$ cat config.mk
export PLATFORM = sky130hd
export DESIGN_NAME = match_logger
export DESIGN_NICKNAME = d
export VERILOG_FILES = /design/src/rtl/match_logger.sv
export SDC_FILE = /design/constraint.sdc
export NUM_CORES = 1
export LEC_CHECK = 0
export CAP_MARGIN = 20
export CORE_MARGIN = 2
export CORE_UTILIZATION = 35
export CTS_CLUSTER_SIZE = 12
export DETAILED_ROUTE_END_ITERATION = 12
export GPL_ROUTABILITY_DRIVEN = 0
export SLEW_MARGIN = 20
export SYNTH_ARGS = -nofsm -noshare
export SYNTH_HDL_FRONTEND = slang
export SYNTH_SLANG_ARGS = --single-unit
$ cat constraint.sdc
create_clock -name clk -period 1.86 [get_ports clk]
set_input_delay 0.279 -clock clk [delete_from_list [all_inputs] [get_ports clk]]
set_output_delay 0.279 -clock clk [all_outputs]
set_load 0.02 [all_outputs]
$ cat src/rtl/match_logger.sv
// Match logger: timestamps each accepted hit pulse into a small show-ahead FIFO,
// keeps a saturating hit counter and a sticky overflow flag for dropped hits.
module match_logger #(
   parameter int unsigned DEPTH = 4,
   parameter int unsigned TS_W  = 16
) (
   input  logic                    clk,
   input  logic                    reset,
   input  logic                    hit,
   input  logic                    clear,
   input  logic                    rd_en,
   output logic [TS_W-1:0]         rd_data,
   output logic                    empty,
   output logic                    full,
   output logic [$clog2(DEPTH):0]  level,
   output logic [7:0]              match_cnt,
   output logic                    overflow
);

   localparam int unsigned PtrW = $clog2(DEPTH);
   localparam int unsigned CntW = PtrW + 1;
   localparam logic [CntW-1:0] DepthC = CntW'(DEPTH);

   logic [TS_W-1:0] ts_q, ts_d;
   logic [PtrW-1:0] wr_ptr_q, wr_ptr_d;
   logic [PtrW-1:0] rd_ptr_q, rd_ptr_d;
   logic [CntW-1:0] count_q, count_d;
   logic [7:0]      match_cnt_q, match_cnt_d;
   logic            overflow_q, overflow_d;
   logic [TS_W-1:0] mem_q [DEPTH];

   logic full_c, empty_c, push, pop, mem_we;

   // Next-state: clear wins over hit/rd_en; a pop frees a slot for a same-cycle push.
   always_comb begin
      full_c      = (count_q == DepthC);
      empty_c     = (count_q == '0);
      pop         = rd_en && !empty_c;
      push        = hit && (!full_c || pop);
      ts_d        = ts_q + TS_W'(1);
      wr_ptr_d    = wr_ptr_q;
      rd_ptr_d    = rd_ptr_q;
      count_d     = count_q;
      match_cnt_d = match_cnt_q;
      overflow_d  = overflow_q;
      mem_we      = 1'b0;
      if (clear) begin
         wr_ptr_d    = '0;
         rd_ptr_d    = '0;
         count_d     = '0;
         match_cnt_d = '0;
         overflow_d  = 1'b0;
      end else begin
         mem_we = push;
         if (push) begin
            wr_ptr_d = wr_ptr_q + PtrW'(1);
         end
         if (pop) begin
            rd_ptr_d = rd_ptr_q + PtrW'(1);
         end
         if (push && !pop) begin
            count_d = count_q + CntW'(1);
         end else if (pop && !push) begin
            count_d = count_q - CntW'(1);
         end
         if (hit && (match_cnt_q != 8'hFF)) begin
            match_cnt_d = match_cnt_q + 8'd1;
         end
         // Hit lost only when full and nothing leaves this cycle.
         if (hit && full_c && !pop) begin
            overflow_d = 1'b1;
         end
      end
   end

   // Control state register with synchronous reset.
   always_ff @(posedge clk) begin
      if (reset) begin
         ts_q        <= '0;
         wr_ptr_q    <= '0;
         rd_ptr_q    <= '0;
         count_q     <= '0;
         match_cnt_q <= '0;
         overflow_q  <= 1'b0;
      end else begin
         ts_q        <= ts_d;
         wr_ptr_q    <= wr_ptr_d;
         rd_ptr_q    <= rd_ptr_d;
         count_q     <= count_d;
         match_cnt_q <= match_cnt_d;
         overflow_q  <= overflow_d;
      end
   end

   // Entry storage; contents are meaningless once the pointers are reset.
   always_ff @(posedge clk) begin
      if (mem_we && !reset) begin
         mem_q[wr_ptr_q] <= ts_q;
      end
   end

   assign rd_data   = mem_q[rd_ptr_q];
   assign empty     = (count_q == '0);
   assign full      = (count_q == DepthC);
   assign level     = count_q;
   assign match_cnt = match_cnt_q;
   assign overflow  = overflow_q;

endmodule

==> results of run 1 <==
[placed cells by master (no fill, tap or decap), drive strengths merged, types with 7 or more instances in the layout]
cell type / Yosys / routed
clkdlybuf4s50: 0 / 14
a21oi: 14 / 14
buf: 4 / 43
clkbuf: 5 / 9
ha: 7 / 7
nor2: 16 / 16
nand2: 8 / 8
inv: 7 / 11
edfxtp: 64 / 64
dfxtp: 34 / 34
mux4: 16 / 16
[kinds of logic after synthesis]
group / after synthesis / share of synthesized area
XOR/XNOR: 7 / 0.0157
flip-flops: 98 / 0.668
multiplexers: 23 / 0.112
AO/OA/AOI/OAI: 35 / 0.0543
AND/OR/NAND/NOR: 71 / 0.106
adder cells (fa/ha/maj): 8 / 0.0276
buffers and inverters: 16 / 0.0173
[routing by layer]
| layer | routed length, um | global-route usage | vias up | share of wire |
|---|---|---|---|---|
| met4 | 98 | 0.0452 | 0 | 0.013 |
| met2 | 3600 | 0.219 | 58 | 0.49 |
| met5 | 0 | 0 | - | 0 |
| met1 | 3330 | 0.175 | 1130 | 0.45 |
| li1 | - | - | 1134 | - |
| met3 | 367 | 0.0344 | 10 | 0.050 |
[through the flow]
step           hold slack (ns)  power (uW)  TNS, ns
2_1_floorplan            0.420        2600  -0.0186
3_3_place_gp             0.452        2750   -0.936
3_5_place_dp             0.479        2760    -1.35
4_1_cts                  0.509        4240    -1.44
5_1_grt                  0.536        4340    -1.27
6_report                 0.494        4180   -0.438
[registers in the layout (all words and copies together), names as in the netlist, named ones only]
register	count
overflow	1
ts_q	16
wr_ptr_q	2
rd_ptr_q	2
mem_q	64
level	3
match_cnt	8
[report_power, final]
group | switching (uW) | leakage (uW) | internal, uW
clock | 792 | 0.000109 | 659
sequential | 32.8 | 0.000895 | 2330
combinational | 173 | 0.000729 | 194
total | 998 | 0.00173 | 3180
[area by class of cell]
type	instances	area [sq um]
Timing Repair Buffer	61	661
Clock buffer	9	124
Clock inverter	7	92.6
Inverter	7	26.3
Multi-Input combinational cell	144	1260
Sequential cell	98	2620
Fill cell	975	5880
Tap cell	140	175
[worst max-delay path: stages, from the launching register on]
cell     delay (ns)
dfxtp_4        0.39
buf_12         0.14
buf_4          0.11
mux4_2         0.51
buf_6          0.15
[worst max-delay path by stage]
stage	start	endpoint	slack, ns	depth (start not counted)
floorplan	level[2]$_SDFFE_PP0P_	level[2]$_SDFFE_PP0P_	-0.02	8
global placement	rd_en	level[2]$_SDFFE_PP0P_	-0.32	9
detailed placement	rd_en	level[2]$_SDFFE_PP0P_	-0.38	9
CTS	flip-flop	rd_data[14]	-0.13	4
global route	flip-flop	rd_data[14]	-0.13	4
finish	flip-flop	rd_data[2]	-0.08	4
[repair_timing]
action	CTS	global route
setup buffers	5	2
gates resized for setup	97	12
cloned	1	0
endpoints found under the setup margin	19	22
==> run_results.csv, run 1 <==
group,metric,value,unit
route,vias,2332,
route,drtAntennaViolNets,0,
route,first_iter_violations,81,
synthesis,mappedNetlistNets,271,
floorplan,die_w,110,um
clock_tree,cts_sinks,98,
clock_tree,cts-htree-levels,3,
synthesis,avgSynthCellArea,15.1,sq um
floorplan,initial_core_util,0.360,
route,wl_per_cell,15.9,um
route,viasPerCell,5.00,
grt,grt_use_total,0.134,
critical_path,worstReg2RegStart,"level[2]$_SDFFE_PP0P_",
sta,drv_slew,0,
final_layout,nets,334,
final_layout,num_antenna_cells,0,
route,wirelength,7400,um
synthesis,synth.distinct_cells,42,
clock_tree,clk_latency,0.37,ns
critical_path,critPathKind,"reg2out",
sta,setup_viol,8,
final_layout,area_delta_synth_final,27.3,%
grt,grt_pass1_wl,12000,um
clock_tree,ctsHoldBuffers,0,
grt,first_global_vias,2309,
sta,relSlewSlack,0.663,
clock_tree,cts_tree,"done",
critical_path,crit_required,1.58,ns
critical_path,r2r_end,"level[2]$_SDFFE_PP0P_",
synthesis,synth_edf_count,64,
sta,hold_viol,0,
min_path,holdPathEnd,"overflow$_SDFFE_PP0P_",
critical_path,worst_r2r_path_depth,7,
final_layout,drive_gt1_frac,0.285,
final_layout,stdcell_area,4960,sq um
synthesis,yosysWarnings,0,
critical_path,crit_path_start_kind,"flip-flop",
clock_tree,cts.reportedPaths.clkPinSlew,0.10,ns
synthesis,yosys.area.top_type,"edfxtp_1",
sta,worstMarginPinSlew,0.500,ns
run_status,violations,"negative setup slack",
pwr,power.density,842,nW/um^2
critical_path,r2r_slack,0,ns
synthesis,ys_ff_latch,98,
clock_tree,cts_made_buffers,9,
route,firstDrtPassIters,4,
placement,io_buffer_count,34,
placement,dp_hpwl,4550,um
sta,rsz0062_at_grt,"true",
grt,grt_max_degree,22,
synthesis,ys_top_cells_by_count,"edfxtp_1, dfxtp_1, mux4_2, nor2_1, a21oi_1",
pwr,max-vdd-ir-drop,0.000374,V
critical_path,cp_data_arrival_time,1.66,ns
final_layout,fin_cells,466,
synthesis,netlist_area,3900,sq um
grt,grt_overflow,0,
synthesis,synth_most_common_cell,"edfxtp_1",
sta,fin_ws,-0.0824,ns
floorplan,die_h,110,um
min_path,min_path_type,"reg2reg",
synthesis,ys_seq_area_frac,0.668,
placement,place_inst,443,
placement,post-place-ws,-0.378,ns
critical_path,cp_max_fo,8,
sta,finalCritPeriodShare,1.04,
job,cap_violations,0,
sta,skew,0.0102,ns
clock_tree,cts-root-buf,"clkbuf_8",
grt,antenna_found_initial,0,
synthesis,synth-main-ff-cell,"edfxtp_1",
final_layout,fin_util,0.458,
synthesis,synth_top_area_share,0.493,
pwr,p_leak,0.00173,uW
floorplan,placeableCoreArea,10800,sq um
sta,period_minus_slack,1.94,ns
synthesis,async_reset_ff_frac,0,
placement,placed_area,4640,sq um
route,drc,0,
sta,fmax,515,MHz
synthesis,syn-instance-count,258,
min_path,hp-start,"overflow$_SDFFE_PP0P_",
min_path,hold_depth,2,
clock_tree,clockBufferDepth,2,
synthesis,ys_top_cells_by_area,"edfxtp_1, dfxtp_1, mux4_2, ha_1, a21oi_1",
floorplan,std_cell_rows,38,
floorplan,die_area,12000,sq um
critical_path,cp-end-kind,"primary output",
floorplan,pin_count,35,
run_status,status,"complete, but fails checks",
No activity file was read; power rests on OpenSTA's default activity.
==> run 2: changes to the inputs <==
--- a/config.mk
+++ b/config.mk
@@ -5,12 +5,14 @@
 export SDC_FILE = /design/constraint.sdc
 export NUM_CORES = 1
 export LEC_CHECK = 0
-export CAP_MARGIN = 20
+export CAP_MARGIN = 10
 export CORE_MARGIN = 2
 export CORE_UTILIZATION = 35
 export CTS_CLUSTER_SIZE = 12
 export DETAILED_ROUTE_END_ITERATION = 12
 export GPL_ROUTABILITY_DRIVEN = 0
+export GPL_TIMING_DRIVEN = 0
+export REMOVE_ABC_BUFFERS = 1
 export SLEW_MARGIN = 20
 export SYNTH_ARGS = -nofsm -noshare
 export SYNTH_HDL_FRONTEND = slang
==> run 2 against run 1 <==
The run still ends with negative setup slack left. Critical path type is now reg2reg. Critical endpoint is now level[2]$_SDFFE_PP0P_. Utilization decreased by 1.7 points. Highest routed layer unchanged. Clock power is essentially flat. Non-clock buffer count down 14. Routed wire length is 7.5% lower. Count of clock-buffer cells in the layout is 1 higher. Power down 0.56%. Setup slack improved by 0.049 ns. Design area down 3.6%. First-iteration DRC count grew 54%. Sequential power about the same. Via count down 2.8%. Largest cell class unchanged. Cell count fell by 3.0%.
==> run_results.csv, run 2 (same netlist as run 1, synthesis figures left out) <==
group,metric,value,unit
run_status,status,"complete, but fails checks",
run_status,violations,"negative setup slack",
floorplan,placeableCoreArea,10800,sq um
critical_path,r2r_end,"level[2]$_SDFFE_PP0P_",
grt,grt_use_met2,0.198,
critical_path,worst_r2r_path_depth,7,
critical_path,path_buf_inv,1,
floorplan,pin_count,35,
grt,grt_max_degree,24,
sta,period_minus_slack,1.89,ns
grt,use_met3,0.0249,
sta,drv_slew,0,
critical_path,cp_max_fo,6,
critical_path,cp_data_arrival_time,2.17,ns
min_path,min_path_type,"in2reg",
critical_path,crit_chain,"o31ai_4 -> ha_2 -> inv_2 -> fa_2 -> xor2_1 -> or3_1 -> a21oi_2",
critical_path,cpLargestDelayFamily,"adder cells",
sta,hold_viol,0,
final_layout,final_cell_mix,"edfxtp_1, dfxtp_1, mux4_2",
clock_tree,clk_latency,0.35,ns
sta,worstMarginPinSlew,0.847,ns
critical_path,cp-end-kind,"flip-flop",
sta,rsz0062_at_grt,"true",
pwr,p_leak,0.00160,uW
sta,finalCritPeriodShare,1.02,
clock_tree,cts_sinks,98,
floorplan,std_cell_rows,38,
min_path,hold_depth,3,
floorplan,initial_core_util,0.360,
placement,post-place-ws,-1.16,ns
clock_tree,cts_made_buffers,9,
floorplan,die_area,12000,sq um
critical_path,r2r_slack,-0.03,ns
grt,grt_pass1_wl,11100,um
route,wl_per_cell,15.1,um
grt,use_met1,0.160,
clock_tree,ctsHoldBuffers,0,
grt,antenna_found_initial,0,
critical_path,cp.depth,7,
clock_tree,cts.reportedPaths.clkPinSlew,0.09,ns
floorplan,die_h,110,um
sta,fin_ws,-0.0337,ns
sta,fmax,528,MHz
critical_path,critPathKind,"reg2reg",
critical_path,crit_path_start_kind,"flip-flop",
critical_path,worstReg2RegStart,"level[1]$_SDFFE_PP0P_",
clock_tree,clockBufferDepth,2,
final_layout,area_delta_synth_final,22.7,%
route,drc,0,
route,viasPerCell,5.01,
critical_path,cpMaxStageDelayCell,"dfxtp_4",
final_layout,largest_register_ffs,64,
route,drtAntennaViolNets,0,
grt,grt_overflow,0,
final_layout,num_antenna_cells,0,
floorplan,die_w,110,um
grt,grt_most_used_layer,"met2",
final_layout,drive_gt1_frac,0.269,
sta,final.setup.tns,-0.301,ns
clock_tree,cts-htree-levels,3,
sta,skew,0.0107,ns
critical_path,max_stage_delay,0.38,ns
route,wirelength,6840,um
final_layout,final_common_cell,"edfxtp_1",
job,cap_violations,0,
sta,relSlewSlack,0.435,
placement,dp_hpwl,4080,um
min_path,holdPathEnd,"wr_ptr_q[1]$_SDFFE_PP0N_",
critical_path,crit_required,2.14,ns
placement,io_buffer_count,34,
pwr,power.density,869,nW/um^2
pwr,max-vdd-ir-drop,0.000413,V
route,vias,2266,
grt,first_global_vias,2187,
route,first_iter_violations,125,
final_layout,largest_register,"mem_q",
grt,grt_use_total,0.124,
min_path,hp-start,"hit",
final_layout,fin_util,0.441,
sta,setup_viol,12,
route,firstDrtPassIters,6,
clock_tree,cts_tree,"done",
clock_tree,cts-root-buf,"clkbuf_8",
final_layout,nets,320,
## run 2: how the worst max path moves through the flow
| stage | from | end |
|---|---|---|
| after global routing | level[2]$_SDFFE_PP0P_ | level[2]$_SDFFE_PP0P_ |
| after detailed placement | reset | mem_q[2][8]$_DFFE_PP_ |
| after CTS | flip-flop | rd_data[12] |
| final | level[1]$_SDFFE_PP0P_ | level[2]$_SDFFE_PP0P_ |
| after floorplan | level[0]$_SDFFE_PP0P_ | level[2]$_SDFFE_PP0P_ |
| after global placement | reset | mem_q[3][8]$_DFFE_PP_ |
## run 2: stage by stage
| stage | total power (uW) | std cells | hold WS (ns) | instance area [sq um] |
|---|---|---|---|---|
| floorplan | 2580 | 249 | 0.346 | 3860 |
| global placement | 2690 | 423 | 0.459 | 4370 |
| detailed placement | 2690 | 423 | 0.466 | 4370 |
| CTS | 4170 | 448 | 0.452 | 4660 |
| global route | 4310 | 452 | 0.500 | 4780 |
| finish | 4160 | 452 | 0.470 | 4780 |
## run 2: where the power goes
group / leakage, uW / switching, uW / total, uW / internal (uW)
sequential: 0.000896 / 34.9 / 2360 / 2330
combinational: 0.000600 / 162 / 333 / 171
clock: 0.000105 / 700 / 1460 / 761
## run 2: tightest hold or removal path, cell delays in order
cell           delay, ns
dlygate4sd2_1       0.32
nand4_1             0.12
o31ai_1             0.06
## run 2: timing repair
item,CTS,global route
endpoints found under the hold margin,0,0
setup buffers,9,5
resized for setup,90,27
setup endpoints to repair,85,25
pin swaps,4,2
## run 2: layout make-up
| cell class | instances | area, sq um |
|---|---|---|
| inverters | 7 | 26.3 |
| clock inverters | 6 | 88.8 |
| multi-input cells | 144 | 1280 |
| repair buffers | 47 | 459 |
| clock buffers | 10 | 128 |
| fillers | 1004 | 6060 |
| flip-flops and latches | 98 | 2620 |
| well taps | 140 | 175 |
## run 2: layer usage
layer,wire length [um],vias to the layer above
met5,0,-
met4,167,0
met3,256,9
met2,3290,48
met1,3130,1107
li1,-,1102
==> run 3: changes to the inputs <==
--- a/config.mk
+++ b/config.mk
@@ -6,6 +6,7 @@
 export NUM_CORES = 1
 export LEC_CHECK = 0
 export CAP_MARGIN = 10
+export CORE_ASPECT_RATIO = 1.25
 export CORE_MARGIN = 2
 export CORE_UTILIZATION = 35
 export CTS_CLUSTER_SIZE = 12
==> run 3 against run 2 <==
The flow still finishes with violations (negative setup slack). Hold slack better by 0.020 ns. Die area hardly changed. Sequential power hardly changed. First-iteration DRC count is 18% higher. Fmax is 1.8% higher. Utilization is 0.053 points lower. Cell count is 1.3% lower. Count of clock-buffer cells in the layout is 1 lower. Routed wire length is 9.2% higher. Register-to-register slack better by 0.03 ns. Largest cell class unchanged.
==> run_results.csv, run 3 (same netlist as run 1, synthesis figures left out) <==
group,metric,value,unit
run_status,status,"complete, but fails checks",
run_status,violations,"negative setup slack",
final_layout,drive_gt1_frac,0.273,
critical_path,crit_start,"level[2]$_SDFFE_PP0P_",
sta,relSlewSlack,0.437,
placement,place_inst,418,
sta,final.setup.tns,-0.000943,ns
route,firstDrtPassIters,6,
clock_tree,cts.reportedPaths.clkPinSlew,0.07,ns
floorplan,pin_count,35,
sta,setup_viol,1,
final_layout,final_cell_mix,"edfxtp_1, dfxtp_1, mux4_2",
final_layout,area_delta_synth_final,24.1,%
critical_path,cp_data_arrival_time,2.13,ns
floorplan,std_cell_rows,43,
sta,fin_ws,-0.000943,ns
critical_path,cp_max_fo,5,
grt,use_met1,0.161,
route,first_iter_violations,148,
grt,grt_max_degree,24,
grt,first_global_vias,2445,
route,drtAntennaViolNets,0,
sta,worstMarginPinSlew,0.844,ns
floorplan,die_area,12000,sq um
clock_tree,cts_tree,"done",
sta,skew,0.00642,ns
grt,antenna_found_initial,0,
grt,use_met3,0.0252,
min_path,min_path_type,"reg2reg",
sta,fmax,537,MHz
final_layout,fin_util,0.441,
critical_path,crit_required,2.13,ns
placement,dp_hpwl,4360,um
pwr,p_leak,0.00162,uW
min_path,hp-start,"overflow$_SDFFE_PP0P_",
critical_path,cp-end-kind,"flip-flop",
final_layout,num_antenna_cells,0,
critical_path,crit_path_start_kind,"flip-flop",
route,vias,2334,
final_layout,nets,319,
floorplan,die_w,98.4,um
route,viasPerCell,5.23,
pwr,max-vdd-ir-drop,0.000534,V
critical_path,worstReg2RegStart,"level[2]$_SDFFE_PP0P_",
clock_tree,clk_latency,0.34,ns
final_layout,final_common_cell,"edfxtp_1",
critical_path,critPathKind,"reg2reg",
final_layout,fillers,1029,
sta,rsz0062_at_grt,"true",
grt,grt_use_met2,0.233,
sta,finalCritPeriodShare,1.00,
clock_tree,cts_sinks,98,
floorplan,die_h,122,um
clock_tree,cts_made_buffers,9,
pwr,finalPower,4470,uW
placement,io_buffer_count,34,
floorplan,initial_core_util,0.355,
pwr,power.density,924,nW/um^2
sta,hold_viol,0,
clock_tree,cts-htree-levels,3,
sta,period_minus_slack,1.86,ns
sta,drv_slew,0,
grt,grt_overflow,0,
route,wirelength,7470,um
clock_tree,clockBufferDepth,2,
route,wl_per_cell,16.8,um
grt,grt_pass1_wl,12400,um
job,cap_violations,0,
final_layout,largest_register_ffs,64,
floorplan,placeableCoreArea,11000,sq um
grt,grt_most_used_layer,"met2",
final_layout,largest_register,"mem_q",
grt,grt_use_total,0.133,
final_layout,fin_cells,446,
route,drc,0,
clock_tree,cts-root-buf,"clkbuf_16",
## run 3: repair_timing
item,CTS,global route
endpoints found under the hold margin,0,0
endpoints found under the setup margin,84,80
resized for setup,92,25
hold buffers,0,0
pin swaps,4,4
setup buffers,7,5
## run 3: final timing paths
path | endpoint | slack (ns) | depth (start not counted)
setup / recovery | level[2]$_SDFFE_PP0P_ | -0.0009 | 8
hold / removal | overflow$_SDFFE_PP0P_ | 0.49 | 2
setup reg to reg | level[2]$_SDFFE_PP0P_ | -0.0009 | 8
hold reg to reg | overflow$_SDFFE_PP0P_ | 0.49 | 2
## run 3: area by class of cell
type                    instances  area [sq um]  area share
flip-flops and latches         98          2620       0.542
multi-input cells             144          1300       0.268
repair buffers                 46           434      0.0898
clock buffers                   9           225      0.0466
well taps                     135           169      0.0349
clock inverters                 7          61.3      0.0127
inverters                       7          26.3     0.00543
## run 3: worst max-delay path, cell delays in order (launching register included)
cell,delay [ns]
dfxtp_4,0.37
nor4b_4,0.14
nor2_2,0.14
ha_2,0.21
inv_2,0.04
fa_2,0.32
xor2_1,0.15
or3_1,0.30
a21oi_1,0.11
## run 3: power breakdown
part | leakage [uW] | internal (uW) | switching [uW]
combinational | 0.000583 | 167 | 163
sequential | 0.000896 | 2330 | 39.8
clock | 0.000140 | 932 | 837
total | 0.00162 | 3430 | 1040
## run 3: metal layers
layer / share of wire / up-vias
met5: 0 / -
met4: 0.020 / 0
met3: 0.033 / 11
met2: 0.53 / 56
met1: 0.42 / 1159
li1: - / 1108
## run 3: metrics by stage
stage | hold WS, ns | setup WS [ns] | instance area (sq um)
5_1_grt | 0.505 | -0.0816 | 4840
2_1_floorplan | 0.346 | -0.315 | 3860
4_1_cts | 0.483 | -0.0316 | 4710
3_3_place_gp | 0.460 | -1.14 | 4370
6_report | 0.490 | -0.000943 | 4840
3_5_place_dp | 0.471 | -1.19 | 4370
